**config.mk**
```make
export PLATFORM = sky130hd
export DESIGN_NAME = emu_run_ctrl
export DESIGN_NICKNAME = d
export VERILOG_FILES = /design/src/rtl/emu_run_ctrl.sv
export SDC_FILE = /design/constraint.sdc
export NUM_CORES = 1
export LEC_CHECK = 0
export ABC_AREA = 1
export CELL_PAD_IN_SITES_DETAIL_PLACEMENT = 1
export CELL_PAD_IN_SITES_GLOBAL_PLACEMENT = 2
export CORE_AREA = 5 5 234 236
export CTS_CLUSTER_DIAMETER = 30
export CTS_CLUSTER_SIZE = 24
export DETAILED_ROUTE_END_ITERATION = 6
export DIE_AREA = 0 0 239 241
export PLACE_DENSITY_LB_ADDON = 0.1
export SLEW_MARGIN = 30
export SYNTH_ARGS = -nofsm -noshare
export SYNTH_HDL_FRONTEND = slang
export SYNTH_SLANG_ARGS = --single-unit
```
**constraint.sdc**
```tcl
create_clock -name host_clk -period 4.8 [get_ports host_clk]
set_input_delay 0.72 -clock host_clk [delete_from_list [all_inputs] [get_ports host_clk]]
set_output_delay 0.72 -clock host_clk [all_outputs]
set_load 0.01 [all_outputs]
```
**src/rtl/emu_run_ctrl.sv**
```systemverilog
// Host-side run/pause controller: counts target cycles, single-steps,
// and pauses on breakpoint, masked trap triggers or host request.
module emu_run_ctrl #(
  parameter int unsigned CNT_WIDTH    = 64,
  parameter int unsigned NUM_TRIG     = 4,
  parameter bit          RUN_ON_RESET = 1'b1
) (
  input  logic                  host_clk,
  input  logic                  host_rst_n,
  input  logic                  tick,
  input  logic                  do_pause,
  input  logic                  do_resume,
  input  logic [NUM_TRIG-1:0]   trig,
  input  logic                  trig_en_write,
  input  logic [NUM_TRIG-1:0]   trig_en_wdata,
  input  logic                  count_write,
  input  logic [CNT_WIDTH-1:0]  count_wdata,
  input  logic                  step_write,
  input  logic [CNT_WIDTH-1:0]  step_wdata,
  input  logic                  bp_write,
  input  logic [CNT_WIDTH-1:0]  bp_wdata,
  input  logic                  bp_en_wdata,
  output logic                  run_mode,
  output logic [CNT_WIDTH-1:0]  count,
  output logic [CNT_WIDTH-1:0]  step,
  output logic [NUM_TRIG+2:0]   reason,
  output logic                  step_trig,
  output logic                  pause_evt
);

  typedef enum logic {
    PAUSED = 1'b0,
    RUN    = 1'b1
  } state_e;

  localparam logic [CNT_WIDTH-1:0] ONE = CNT_WIDTH'(1);

  state_e                 state_q, state_d;
  logic [CNT_WIDTH-1:0]   count_q, count_d;
  logic [CNT_WIDTH-1:0]   step_q, step_d;
  logic [CNT_WIDTH-1:0]   bp_val_q, bp_val_d;
  logic                   bp_en_q, bp_en_d;
  logic [NUM_TRIG-1:0]    trig_en_q, trig_en_d;
  logic [NUM_TRIG+2:0]    reason_q, reason_d;
  logic                   pend_q, pend_d;
  logic                   pause_evt_q, pause_evt_d;

  logic                   adv;
  logic                   bp_hit;
  logic [NUM_TRIG-1:0]    trg;
  logic                   pause_go;

  assign adv    = (state_q == RUN) && tick;
  assign trg    = trig & trig_en_q & {NUM_TRIG{adv}};
  assign bp_hit = bp_en_q && adv && ((count_q + ONE) == bp_val_q);

  always_comb begin
    count_d = count_q;
    if (count_write) begin
      count_d = count_wdata;
    end else if (adv) begin
      count_d = count_q + ONE;
    end
  end

  always_comb begin
    step_d = step_q;
    if (step_write) begin
      step_d = step_wdata;
    end else if ((step_q != '0) && adv) begin
      step_d = step_q - ONE;
    end
  end

  assign step_trig = (step_q != '0) && (step_d == '0);

  always_comb begin
    bp_val_d  = bp_val_q;
    bp_en_d   = bp_en_q;
    trig_en_d = trig_en_q;
    if (bp_write) begin
      bp_val_d = bp_wdata;
      bp_en_d  = bp_en_wdata;
    end
    if (trig_en_write) begin
      trig_en_d = trig_en_wdata;
    end
  end

  // A pause only ever lands on a counted tick, so the final cycle is kept.
  assign pause_go = adv &&
    (pend_q | do_pause | step_trig | bp_hit | (|trg));

  always_comb begin
    state_d     = state_q;
    reason_d    = reason_q;
    pend_d      = pend_q;
    pause_evt_d = 1'b0;
    unique case (state_q)
      RUN: begin
        if (pause_go) begin
          state_d     = PAUSED;
          reason_d    = {trg, bp_hit, step_trig,
                         pend_q | do_pause};
          pend_d      = 1'b0;
          pause_evt_d = 1'b1;
        end else if (do_pause) begin
          pend_d = 1'b1;
        end
      end
      PAUSED: begin
        if (do_resume) begin
          state_d  = RUN;
          reason_d = '0;
          pend_d   = 1'b0;
        end
      end
      default: state_d = PAUSED;
    endcase
  end

  always_ff @(posedge host_clk or negedge host_rst_n) begin
    if (!host_rst_n) begin
      state_q     <= RUN_ON_RESET ? RUN : PAUSED;
      count_q     <= '0;
      step_q      <= '0;
      bp_val_q    <= '0;
      bp_en_q     <= 1'b0;
      trig_en_q   <= '1;
      reason_q    <= '0;
      pend_q      <= 1'b0;
      pause_evt_q <= 1'b0;
    end else begin
      state_q     <= state_d;
      count_q     <= count_d;
      step_q      <= step_d;
      bp_val_q    <= bp_val_d;
      bp_en_q     <= bp_en_d;
      trig_en_q   <= trig_en_d;
      reason_q    <= reason_d;
      pend_q      <= pend_d;
      pause_evt_q <= pause_evt_d;
    end
  end

  assign run_mode  = (state_q == RUN);
  assign count     = count_q;
  assign step      = step_q;
  assign reason    = reason_q;
  assign pause_evt = pause_evt_q;

endmodule

```
Yosys cells after proc, flatten, opt, wreduce, memory -nomap -nowiden
Cells that the tools add are included.

Flip-flop bits (word level): 207. Bits of input ports: 210. Word-level logic and storage cells: 50.

$add $sub $neg: 2. Equality and inequality tests: 4. Multiplexer cells: 16. Bitwise operators: 7. Reduce and logical (&&, ||, !) cells: 12.

Operators by type and width (count): 64-bit 2-to-1 mux (4); 64-bit by 1-bit adder with 64-bit output, second input constant (1); 64-bit equality test (1); 64-bit logical NOT (1); 64-bit nonzero test (1); 64-bit by 1-bit subtractor with 64-bit output, second input constant (1); 7-bit 2-to-1 mux (2); 7-bit one-hot mux with 2 select lines (1); 4-bit AND (2); 1-bit 2-to-1 mux (7); 1-bit logical AND (6); 1-bit bitwise OR (4); 1-bit one-hot mux with 2 select lines (2); 2-bit AND reduction (2); 4-bit OR reduction (1); 3-bit by 2-bit inequality test with 1-bit output, second input constant (1); 2-bit by 1-bit inequality test with 1-bit output, second input constant (1); 2-bit inequality test, second input constant (1); 2-bit nonzero test (1); 1-bit inverter (1).

Longest topological paths before layout
Gate-level depths: netlist of run 1.

Word-level depth: 12. Gate-level depth with buffers: 25. Gate-level depth less buffers: 23.

Worst setup path before layout of run 1
No wires, ideal clock.

Path type: reg2out. Start point: reg step_q[0] (netlist: step[0]). End point: out step_trig. Arrival time: 2394 ps. Path slack: 1686 ps. Stages on the path, launching flop included: 23. Buffers on the path: 2. Cell sequence: dfrtp_1 > inv_1 > ha_1 > nand2_2 > nor2_1 > nand2_2 > nor2_4 > nand2_4 > nand2_4 > inv_2 > buf_6 > buf_6 > nand2_1 > nand3_1 > nand2_1 > nand2_1 > nor2_1 > nand2_1 > nor2_1 > nand2_1 > nor2_1 > nand2_1 > inv_1.

Word-level cells in the longest chain between the ends: 6. Elaborated cells between the ends (all ways): 7. Those cells by class: add/sub: 1; mux: 2; reduce/logical: 4.

RTL lines: from (decl) (line 40) `logic [CNT_WIDTH-1:0] step_q, step_d;`; from (signal assigned) (line 136) `step_q <= step_d;`; branches (longest 5 deep; another with 64-bit by 1-bit subtractor with 64-bit output); 1-bit logical AND (*) (line 75) `assign step_trig = (step_q != '0) && (step_d == '0);`; to (decl) (line 27) `output logic step_trig,`.

Every way passes the cells marked *.

Worst setup path in the final report of run 1
Start point: reg step_q[37] (netlist: step[37]). End point: out step_trig.

The elaborated chain is that of the path after synthesis.

==> results of run 1 <==
[final cells by class]
cell class / count / area (sq um) / share of cell area [%]
Antenna cell: 1 / 2.50 / 0.0114
Clock buffer: 104 / 2080 / 9.47
Clock inverter: 17 / 115 / 0.524
Inverter: 263 / 992 / 4.51
Multi-Input combinational cell: 1859 / 8700 / 39.6
Sequential cell: 207 / 5190 / 23.6
Tap cell: 688 / 861 / 3.92
Timing Repair Buffer: 409 / 4040 / 18.4
[power groups by stage]
stage / Sequential [uW] / Clock (uW) / Combinational [uW]
2_1_floorplan: 2320 / 0 / 999
3_3_place_gp: 2320 / 0 / 2200
3_5_place_dp: 2330 / 0 / 2240
4_1_cts: 2310 / 4310 / 2260
5_1_grt: 2350 / 4420 / 2470
6_report: 2320 / 4240 / 2260
[sequential cells by signal (all words and copies together), names as in the netlist]
register	count
bp_val_q	64
count	64
step	64
reason	7
trig_en_q	4
bp_en_q	1
pause_evt	1
pend_q	1
run_mode	1
[stage by stage]
stage / std cells / power, uW / setup slack [ns] / instance area, sq um
after floorplan: 2392 / 3320 / 1.69 / 15000
final: 3548 / 8810 / 0.576 / 22000
after CTS: 3545 / 8880 / 0.0191 / 21900
after global placement: 3424 / 4520 / 0.186 / 19600
after global routing: 3547 / 9240 / 0.366 / 22000
after detailed placement: 3424 / 4570 / 0.138 / 19600
[Yosys cell counts (3+ instances only)]
cell type	n
nand3b_1	18
clkbuf_1	41
dfrtp_1	202
buf_1	7
xor2_1	32
nor2_2	12
nand2_1	928
nand4_1	50
o21ai_1	4
xnor3_1	3
nor3_1	15
mux2_2	19
or2_2	52
xnor2_1	13
nand3_1	213
o221ai_1	40
nor4_1	7
dfstp_2	5
nand2_4	3
nand2_2	5
inv_1	260
nor2_4	5
o211ai_1	24
buf_2	13
o21bai_1	4
o21ai_0	74
nor2_1	325
[logic make-up after synthesis]
| family | Yosys count | synth area share [%] |
|---|---|---|
| AOI/OAI and AO/OA | 152 | 6.59 |
| xor gates and xnor gates | 48 | 3.07 |
| adders and majority gates | 2 | 0.166 |
| buffers and inverters | 327 | 8.40 |
| DFF | 207 | 34.5 |
| muxes | 19 | 1.42 |
| and+or+nand+nor | 1637 | 45.8 |
[per-layer routing]
| layer | vias to the layer above | routed length [um] |
|---|---|---|
| met5 | - | 11 |
| li1 | 8475 | - |
| met3 | 141 | 3320 |
| met1 | 8763 | 32300 |
| met2 | 471 | 41300 |
| met4 | 2 | 2700 |
[worst max-delay path by stage]
stage | slack (ns) | depth (start not counted) | to
floorplan | 1.69 | 22 | step_trig
global placement | 0.19 | 17 | step_trig
detailed placement | 0.14 | 17 | step_trig
CTS | 0.02 | 17 | step_trig
global route | 0.37 | 19 | step_trig
finish | 0.58 | 19 | step_trig
[timing repair]
item	in CTS	in global routing
gates cloned	0	1
setup endpoints to repair	1	1
buffers inserted	0	1
pin swaps	0	1
endpoints found under the hold margin	0	0
resized for setup	13	31
[worst max-delay path: stages, from the launching register on]
cell            delay [ns]
dfrtp_1               0.37
nor2_1                0.28
nand2_1               0.15
nor2_1                0.15
nand2_1               0.11
nor2_4                0.15
nand2_4               0.12
buf_6                 0.19
nand3_1               0.10
nand2_1               0.07
o21ai_1               0.17
nand2_1               0.08
nor2_1                0.11
nand2_1               0.08
nor2_1                0.13
nand2_1               0.11
nor2_2                0.14
nand2_1               0.10
inv_1                 0.11
dlymetal6s2s_1        0.17
==> metrics.txt, run 1 <==
# TYPE chip_impl_metric gauge
chip_impl_metric{name="areaGrowthSynthToFinish",unit="%"} 46.3
chip_impl_metric{name="max_freq",unit="GHz"} 0.237
chip_impl_info{name="worst_hold_path_type",value="in2async"} 1
chip_impl_metric{name="synthCells",unit=""} 2392
chip_impl_metric{name="global_route.usage.met2",unit="%"} 49.7
chip_impl_metric{name="internal-power",unit="uW"} 5890
chip_impl_metric{name="h-tree-depth",unit=""} 3
chip_impl_metric{name="die_width",unit="um"} 239
chip_impl_info{name="worst-setup-path-type",value="reg2out"} 1
chip_impl_metric{name="n_fill_cell",unit=""} 6602
chip_impl_metric{name="crit_fanout",unit=""} 21
chip_impl_metric{name="fin_tns_setup",unit="ns"} 0
chip_impl_metric{name="dr_total_vias",unit=""} 17900
chip_impl_metric{name="worst_ir_drop_vdd",unit="mV"} 0.217
chip_impl_metric{name="tritoncts_num_sinks",unit=""} 207
chip_impl_metric{name="critPathRequiredTime",unit="ns"} 4.08
chip_impl_metric{name="synth.distinct_cells",unit=""} 40
chip_impl_metric{name="routed_via_density",unit=""} 5.03
chip_impl_info{name="rsz0062_at_grt",value="false"} 1
chip_impl_metric{name="power_leakage",unit="uW"} 0.0101
chip_impl_metric{name="dieArea",unit="sq um"} 57600
chip_impl_metric{name="global_route_wire_length_before_repair",unit="um"} 118000
chip_impl_info{name="outcome",value="finished clean"} 1
chip_impl_metric{name="final_core_util",unit="%"} 42.1
chip_impl_metric{name="start_util",unit="%"} 28.8
chip_impl_metric{name="rr_worst_depth",unit=""} 19
chip_impl_metric{name="dp.final_hpwl",unit="um"} 63300
chip_impl_metric{name="timing.final.crit_share",unit="%"} 88.0
chip_impl_metric{name="final-setup-viol-count",unit=""} 0
chip_impl_info{name="layout_common_cells",value="nand2_1 (928), clkdlybuf4s50_1 (343), nor2_1 (294)"} 1
chip_impl_info{name="root_buffer",value="clkbuf_16"} 1
chip_impl_info{name="worstSetupStartpointType",value="register"} 1
chip_impl_metric{name="seq_area_frac_synth",unit="%"} 34.5
chip_impl_info{name="worstReg2RegEnd",value="reason[2]$_DFFE_PN0P_"} 1
chip_impl_metric{name="drive_gt1_share",unit="%"} 10.8
chip_impl_metric{name="clkSlewWorstSetupHoldPaths",unit="ns"} 0.04
chip_impl_metric{name="timing.reg2reg.setup_slack",unit="ns"} 0.76
chip_impl_metric{name="detail_route.wirelength",unit="um"} 79600
chip_impl_metric{name="ant_nets",unit=""} 0
chip_impl_metric{name="drt-pass1-iter-count",unit=""} 5
chip_impl_metric{name="global_route.usage.total",unit="%"} 26.8
chip_impl_metric{name="power.density_cell_area",unit="nW/um^2"} 401
chip_impl_metric{name="final_max_slew_viol_count",unit=""} 0
chip_impl_metric{name="reg_power_share",unit="%"} 26.3
chip_impl_metric{name="hold_buffers",unit=""} 0
chip_impl_info{name="busiest_layer",value="met2"} 1
chip_impl_metric{name="p_switching",unit="uW"} 2920
chip_impl_metric{name="gp_congestion",unit=""} 0.935
chip_impl_metric{name="synth_nets",unit=""} 2604
chip_impl_info{name="crit_path_start",value="step[37]$_DFF_PN0_"} 1
chip_impl_metric{name="worst_clock_skew",unit="ns"} 0.0245
chip_impl_metric{name="netlist.area_leader.share",unit="%"} 33.6
chip_impl_metric{name="grt.overflow.total",unit=""} 0
chip_impl_metric{name="number_of_nets_at_the_end_of_the_flow",unit=""} 3023
chip_impl_info{name="synth_top_area_cell",value="dfrtp_1"} 1
chip_impl_metric{name="worst_slew_pin_slew",unit="ns"} 0.809
chip_impl_metric{name="synthesis.yosys.warnings",unit=""} 0
chip_impl_info{name="synth-main-ff-cell",value="dfrtp_1"} 1
chip_impl_metric{name="first_iter_violations",unit=""} 1081
chip_impl_metric{name="grt_max_degree",unit=""} 85
chip_impl_metric{name="initial_antenna_violation_count",unit=""} 2
chip_impl_info{name="tritoncts",value="done"} 1
chip_impl_info{name="critical_path.endpoint_type",value="output pin"} 1
chip_impl_metric{name="syn_avg_cell_area",unit="sq um"} 6.28
chip_impl_metric{name="cts_made_buffers",unit=""} 71
chip_impl_metric{name="grt_use_met1",unit="%"} 31.5
chip_impl_metric{name="max_slew_margin",unit="%"} 46.1
chip_impl_metric{name="use_met3",unit="%"} 4.23
chip_impl_info{name="rr_startpoint",value="count[0]$_DFFE_PN0P_"} 1
chip_impl_metric{name="die_y",unit="um"} 241
chip_impl_metric{name="whs",unit="ns"} 0.131
chip_impl_metric{name="first_global_vias",unit=""} 19300
chip_impl_metric{name="comb_power_share",unit="%"} 25.6
chip_impl_metric{name="max_cap_viol_count",unit=""} 0
chip_impl_metric{name="cp.arrival",unit="ns"} 3.50
chip_impl_info{name="layout_commonest_cell",value="nand2_1"} 1
chip_impl_metric{name="floorplan.rows",unit=""} 84
chip_impl_metric{name="clock_power_share",unit="%"} 48.1
chip_impl_metric{name="post_drt_wl_per_cell",unit="um"} 22.4
chip_impl_metric{name="post_synth_instance_area",unit="sq um"} 15000
chip_impl_metric{name="placement.io_buffers",unit=""} 347
chip_impl_info{name="synthTopCellsByArea",value="dfrtp_1 (34%), nand2_1 (23%), nor2_1 (8.1%)"} 1
chip_impl_metric{name="synth_enable_flop_cells",unit=""} 0
chip_impl_metric{name="period_needed",unit="ns"} 4.22
chip_impl_metric{name="asyncSetResetFlopFracSynth",unit="%"} 100
chip_impl_metric{name="power_switching_share",unit="%"} 33.1
chip_impl_metric{name="report.final.hold_viol_count",unit=""} 0
chip_impl_metric{name="core_region_area",unit="sq um"} 52200
chip_impl_metric{name="worst_case_clock_buffer_depth",unit=""} 3
chip_impl_metric{name="worstSkewPairLatency",unit="ns"} 0.59
chip_impl_metric{name="residual_drc_count",unit=""} 0
chip_impl_metric{name="ys_ff_latch",unit=""} 207
chip_impl_metric{name="design.portCount",unit=""} 348
Note: power is estimated with default switching activity, not from simulation.
==> run 2: changes to the inputs <==
--- a/config.mk
+++ b/config.mk
@@ -8,11 +8,11 @@
 export ABC_AREA = 1
 export CELL_PAD_IN_SITES_DETAIL_PLACEMENT = 1
 export CELL_PAD_IN_SITES_GLOBAL_PLACEMENT = 2
-export CORE_AREA = 5 5 234 236
+export CORE_AREA = 5 5 242 244
 export CTS_CLUSTER_DIAMETER = 30
 export CTS_CLUSTER_SIZE = 24
 export DETAILED_ROUTE_END_ITERATION = 6
-export DIE_AREA = 0 0 239 241
+export DIE_AREA = 0 0 247 249
 export PLACE_DENSITY_LB_ADDON = 0.1
 export SLEW_MARGIN = 30
 export SYNTH_ARGS = -nofsm -noshare
==> constraint.sdc (replaced) <==
create_clock -name host_clk -period 4.04 [get_ports host_clk]
set_input_delay 0.606 -clock host_clk [delete_from_list [all_inputs] [get_ports host_clk]]
set_output_delay 0.606 -clock host_clk [all_outputs]
set_load 0.01 [all_outputs]
==> run 2 against run 1 <==
Net effect: flip-flop and latch count unchanged; clock power rose by 35%; cell count up 7.1%; largest power group unchanged; core utilization increased by 0.76 points; power increased by 30%; cell area is 9.3% higher; combinational power is 37% higher; clock skew increased by 0.0012 ns; the flow now finishes with violations (negative hold slack); largest cell class unchanged; sequential share of layout area is 2.0 points lower; global-route usage down 0.39 points.
==> metrics.txt, run 2 (same netlist as run 1, synthesis figures left out) <==
# TYPE chip_impl_metric gauge
chip_impl_metric{name="areaGrowthSynthToFinish",unit="%"} 59.8
chip_impl_metric{name="placement.io_buffers",unit=""} 347
chip_impl_metric{name="floorplan.rows",unit=""} 87
chip_impl_metric{name="die_width",unit="um"} 247
chip_impl_metric{name="worst_case_clock_buffer_depth",unit=""} 3
chip_impl_metric{name="grt_max_degree",unit=""} 95
chip_impl_info{name="worst_hold_path_type",value="in2async"} 1
chip_impl_metric{name="layout_cells_excl_fill",unit=""} 3800
chip_impl_metric{name="hold_buffers",unit=""} 0
chip_impl_metric{name="drive_gt1_share",unit="%"} 18.3
chip_impl_metric{name="residual_drc_count",unit=""} 0
chip_impl_metric{name="routed_via_density",unit=""} 4.84
chip_impl_metric{name="finalPower",unit="uW"} 11500
chip_impl_metric{name="gp_congestion",unit=""} 0.933
chip_impl_metric{name="worst_clock_skew",unit="ns"} 0.0258
chip_impl_info{name="root_buffer",value="clkbuf_16"} 1
chip_impl_info{name="critical_path.endpoint_type",value="output pin"} 1
chip_impl_metric{name="ant_nets",unit=""} 0
chip_impl_metric{name="crit_fanout",unit=""} 21
chip_impl_metric{name="dpl-instance-area",unit="sq um"} 21000
chip_impl_metric{name="report.final.hold_viol_count",unit=""} 5
chip_impl_metric{name="max_freq",unit="GHz"} 0.257
chip_impl_metric{name="final-setup-viol-count",unit=""} 0
chip_impl_metric{name="worst_slew_pin_slew",unit="ns"} 0.737
chip_impl_metric{name="detail_route.wirelength",unit="um"} 83500
chip_impl_info{name="path_delay_family",value="simple AND/OR/NAND/NOR gates"} 1
chip_impl_metric{name="dr_total_vias",unit=""} 18400
chip_impl_metric{name="placed_cells_incl_taps",unit=""} 3655
chip_impl_metric{name="number_of_nets_at_the_end_of_the_flow",unit=""} 3201
chip_impl_info{name="rsz0062_at_grt",value="true"} 1
chip_impl_info{name="critical_path.cell_chain",value="nor2_2 -> nand2_1 -> nor2_4 -> nand2_2 -> nor2_4 -> nand2_4 -> nand2_8 -> buf_12 -> buf_12 -> nand2_1 -> nand3_1 -> nand3_1 -> nor2_1 -> nand3_1 -> nor2_2 -> nand2_2 -> nor2_4 -> nand2_2 -> inv_2 -> buf_2"} 1
chip_impl_metric{name="dieArea",unit="sq um"} 61500
chip_impl_info{name="slowest_stage",value="dfrtp_1"} 1
chip_impl_metric{name="critical_path_depth",unit=""} 20
chip_impl_metric{name="final_max_slew_viol_count",unit=""} 0
chip_impl_metric{name="die_y",unit="um"} 249
chip_impl_metric{name="timing.final.crit_share",unit="%"} 96.5
chip_impl_metric{name="grt.overflow.total",unit=""} 0
chip_impl_metric{name="initial_antenna_violation_count",unit=""} 2
chip_impl_metric{name="final_cell_area",unit="sq um"} 24000
chip_impl_metric{name="power.density_cell_area",unit="nW/um^2"} 478
chip_impl_info{name="layout_common_cells",value="nand2_1 (902), clkdlybuf4s50_1 (343), nor2_1 (268)"} 1
chip_impl_metric{name="max_cap_viol_count",unit=""} 0
chip_impl_metric{name="global_route_wire_length_before_repair",unit="um"} 123000
chip_impl_metric{name="n_fill_cell",unit=""} 7071
chip_impl_metric{name="worstSkewPairLatency",unit="ns"} 0.58
chip_impl_metric{name="max_slew_margin",unit="%"} 50.8
chip_impl_metric{name="cts_made_buffers",unit=""} 70
chip_impl_info{name="worst-setup-path-type",value="reg2out"} 1
chip_impl_metric{name="start_util",unit="%"} 26.8
chip_impl_metric{name="clkSlewWorstSetupHoldPaths",unit="ns"} 0.04
chip_impl_metric{name="critPathRequiredTime",unit="ns"} 3.43
chip_impl_metric{name="tritoncts_num_sinks",unit=""} 207
chip_impl_metric{name="period_needed",unit="ns"} 3.90
chip_impl_metric{name="power_leakage",unit="uW"} 0.0111
chip_impl_metric{name="rr_worst_depth",unit=""} 21
chip_impl_metric{name="worst_ir_drop_vdd",unit="mV"} 0.293
chip_impl_metric{name="whs",unit="ns"} -0.0303
chip_impl_metric{name="first_global_vias",unit=""} 20200
chip_impl_metric{name="global_route.usage.total",unit="%"} 26.5
chip_impl_metric{name="fin_tns_setup",unit="ns"} 0
chip_impl_info{name="tritoncts",value="done"} 1
chip_impl_info{name="failed_checks",value="negative hold slack"} 1
chip_impl_info{name="layout_commonest_cell",value="nand2_1"} 1
chip_impl_metric{name="first_iter_violations",unit=""} 975
chip_impl_metric{name="crit_buf_inv",unit=""} 4
chip_impl_metric{name="design.portCount",unit=""} 348
chip_impl_metric{name="post_drt_wl_per_cell",unit="um"} 22.0
chip_impl_metric{name="cp.arrival",unit="ns"} 3.29
chip_impl_info{name="outcome",value="finished, violations left"} 1
chip_impl_metric{name="dp.final_hpwl",unit="um"} 67700
chip_impl_info{name="worstSetupStartpointType",value="register"} 1
chip_impl_metric{name="h-tree-depth",unit=""} 3
chip_impl_metric{name="core_region_area",unit="sq um"} 56100
chip_impl_metric{name="drt-pass1-iter-count",unit=""} 5
chip_impl_metric{name="max_stage_delay",unit="ns"} 0.38
run 2: cell types whose count changed in the layout (fill, tap and decap cells not counted), sizes merged:
cell,delta
buf,+181
bufinv,+8
clkinv,-1
dlymetal6s2s,-1
inv,-2
nand2,-1
run 2: stage by stage:
stage / util (%) / worst slack [ns]
3_3_place_gp: 37.4 / -0.209
2_1_floorplan: - / 1.04
6_report: 42.8 / 0.142
5_1_grt: 42.8 / -0.0786
4_1_cts: 42.4 / 0.0665
3_5_place_dp: 37.4 / -0.259
run 2: path summary, 6_finish.rpt:
kind / from / endpoint / slack [ns]
max in group asynchronous: host_rst_n / bp_val_q[23]$_DFFE_PN0P_ / 2.97
min: host_rst_n / step[22]$_DFF_PN0_ / -0.03
max: step[9]$_DFF_PN0_ / step_trig / 0.14
min reg2reg: pend_q$_DFFE_PN0P_ / pend_q$_DFFE_PN0P_ / 0.51
max reg2reg: count[0]$_DFFE_PN0P_ / reason[1]$_DFFE_PN0P_ / 0.29
min in group host_clk: pend_q$_DFFE_PN0P_ / pend_q$_DFFE_PN0P_ / 0.51
run 2: layer usage:
metal | wire length, um | up-vias | global-route usage [%]
met5 | 0 | - | 0
met4 | 3390 | 0 | 9.80
met3 | 3270 | 140 | 4.12
met2 | 42700 | 439 | 48.3
met1 | 34100 | 8975 | 31.0
li1 | - | 8851 | -
run 2: final cells by class:
| class | instances | area (sq um) | area share [%] |
|---|---|---|---|
| clock inverters | 22 | 337 | 1.40 |
| well taps | 756 | 946 | 3.94 |
| diodes | 1 | 2.50 | 0.0104 |
| clock buffers | 104 | 2160 | 9.01 |
| repair buffers | 589 | 5440 | 22.7 |
| inverters | 263 | 993 | 4.14 |
| multi-input cells | 1858 | 8950 | 37.3 |
| flip-flops and latches | 207 | 5190 | 21.6 |
run 2: power by group:
group | total (uW) | switching [uW] | internal [uW]
Sequential | 2690 | 321 | 2360
Clock | 5710 | 1560 | 4150
Combinational | 3090 | 1710 | 1370
Total | 11500 | 3600 | 7890
run 2: repair_timing:
action,CTS,global route
buffers inserted,11,7
resized for setup,71,57
pin swaps,15,12
setup endpoints to repair,1,10
gates cloned,0,0
run 2: worst reg2reg max path, cell delays in order, from the launching register on:
cell and delay (ns):
dfrtp_1 0.53, ha_1 0.25, nand2_1 0.12, nor2_2 0.22
nand2_1 0.12, buf_4 0.18, xnor2_1 0.35, nor2_1 0.07
nor2_1 0.17, nand2_1 0.07, inv_1 0.06, nand2_1 0.08
nor2_1 0.27, nand3_1 0.21, nor2_1 0.15, nand2_1 0.06
nor2_1 0.24, nor2_1 0.11, nand2_2 0.11, nand2_4 0.10
nand3_1 0.10, nand2_1 0.07
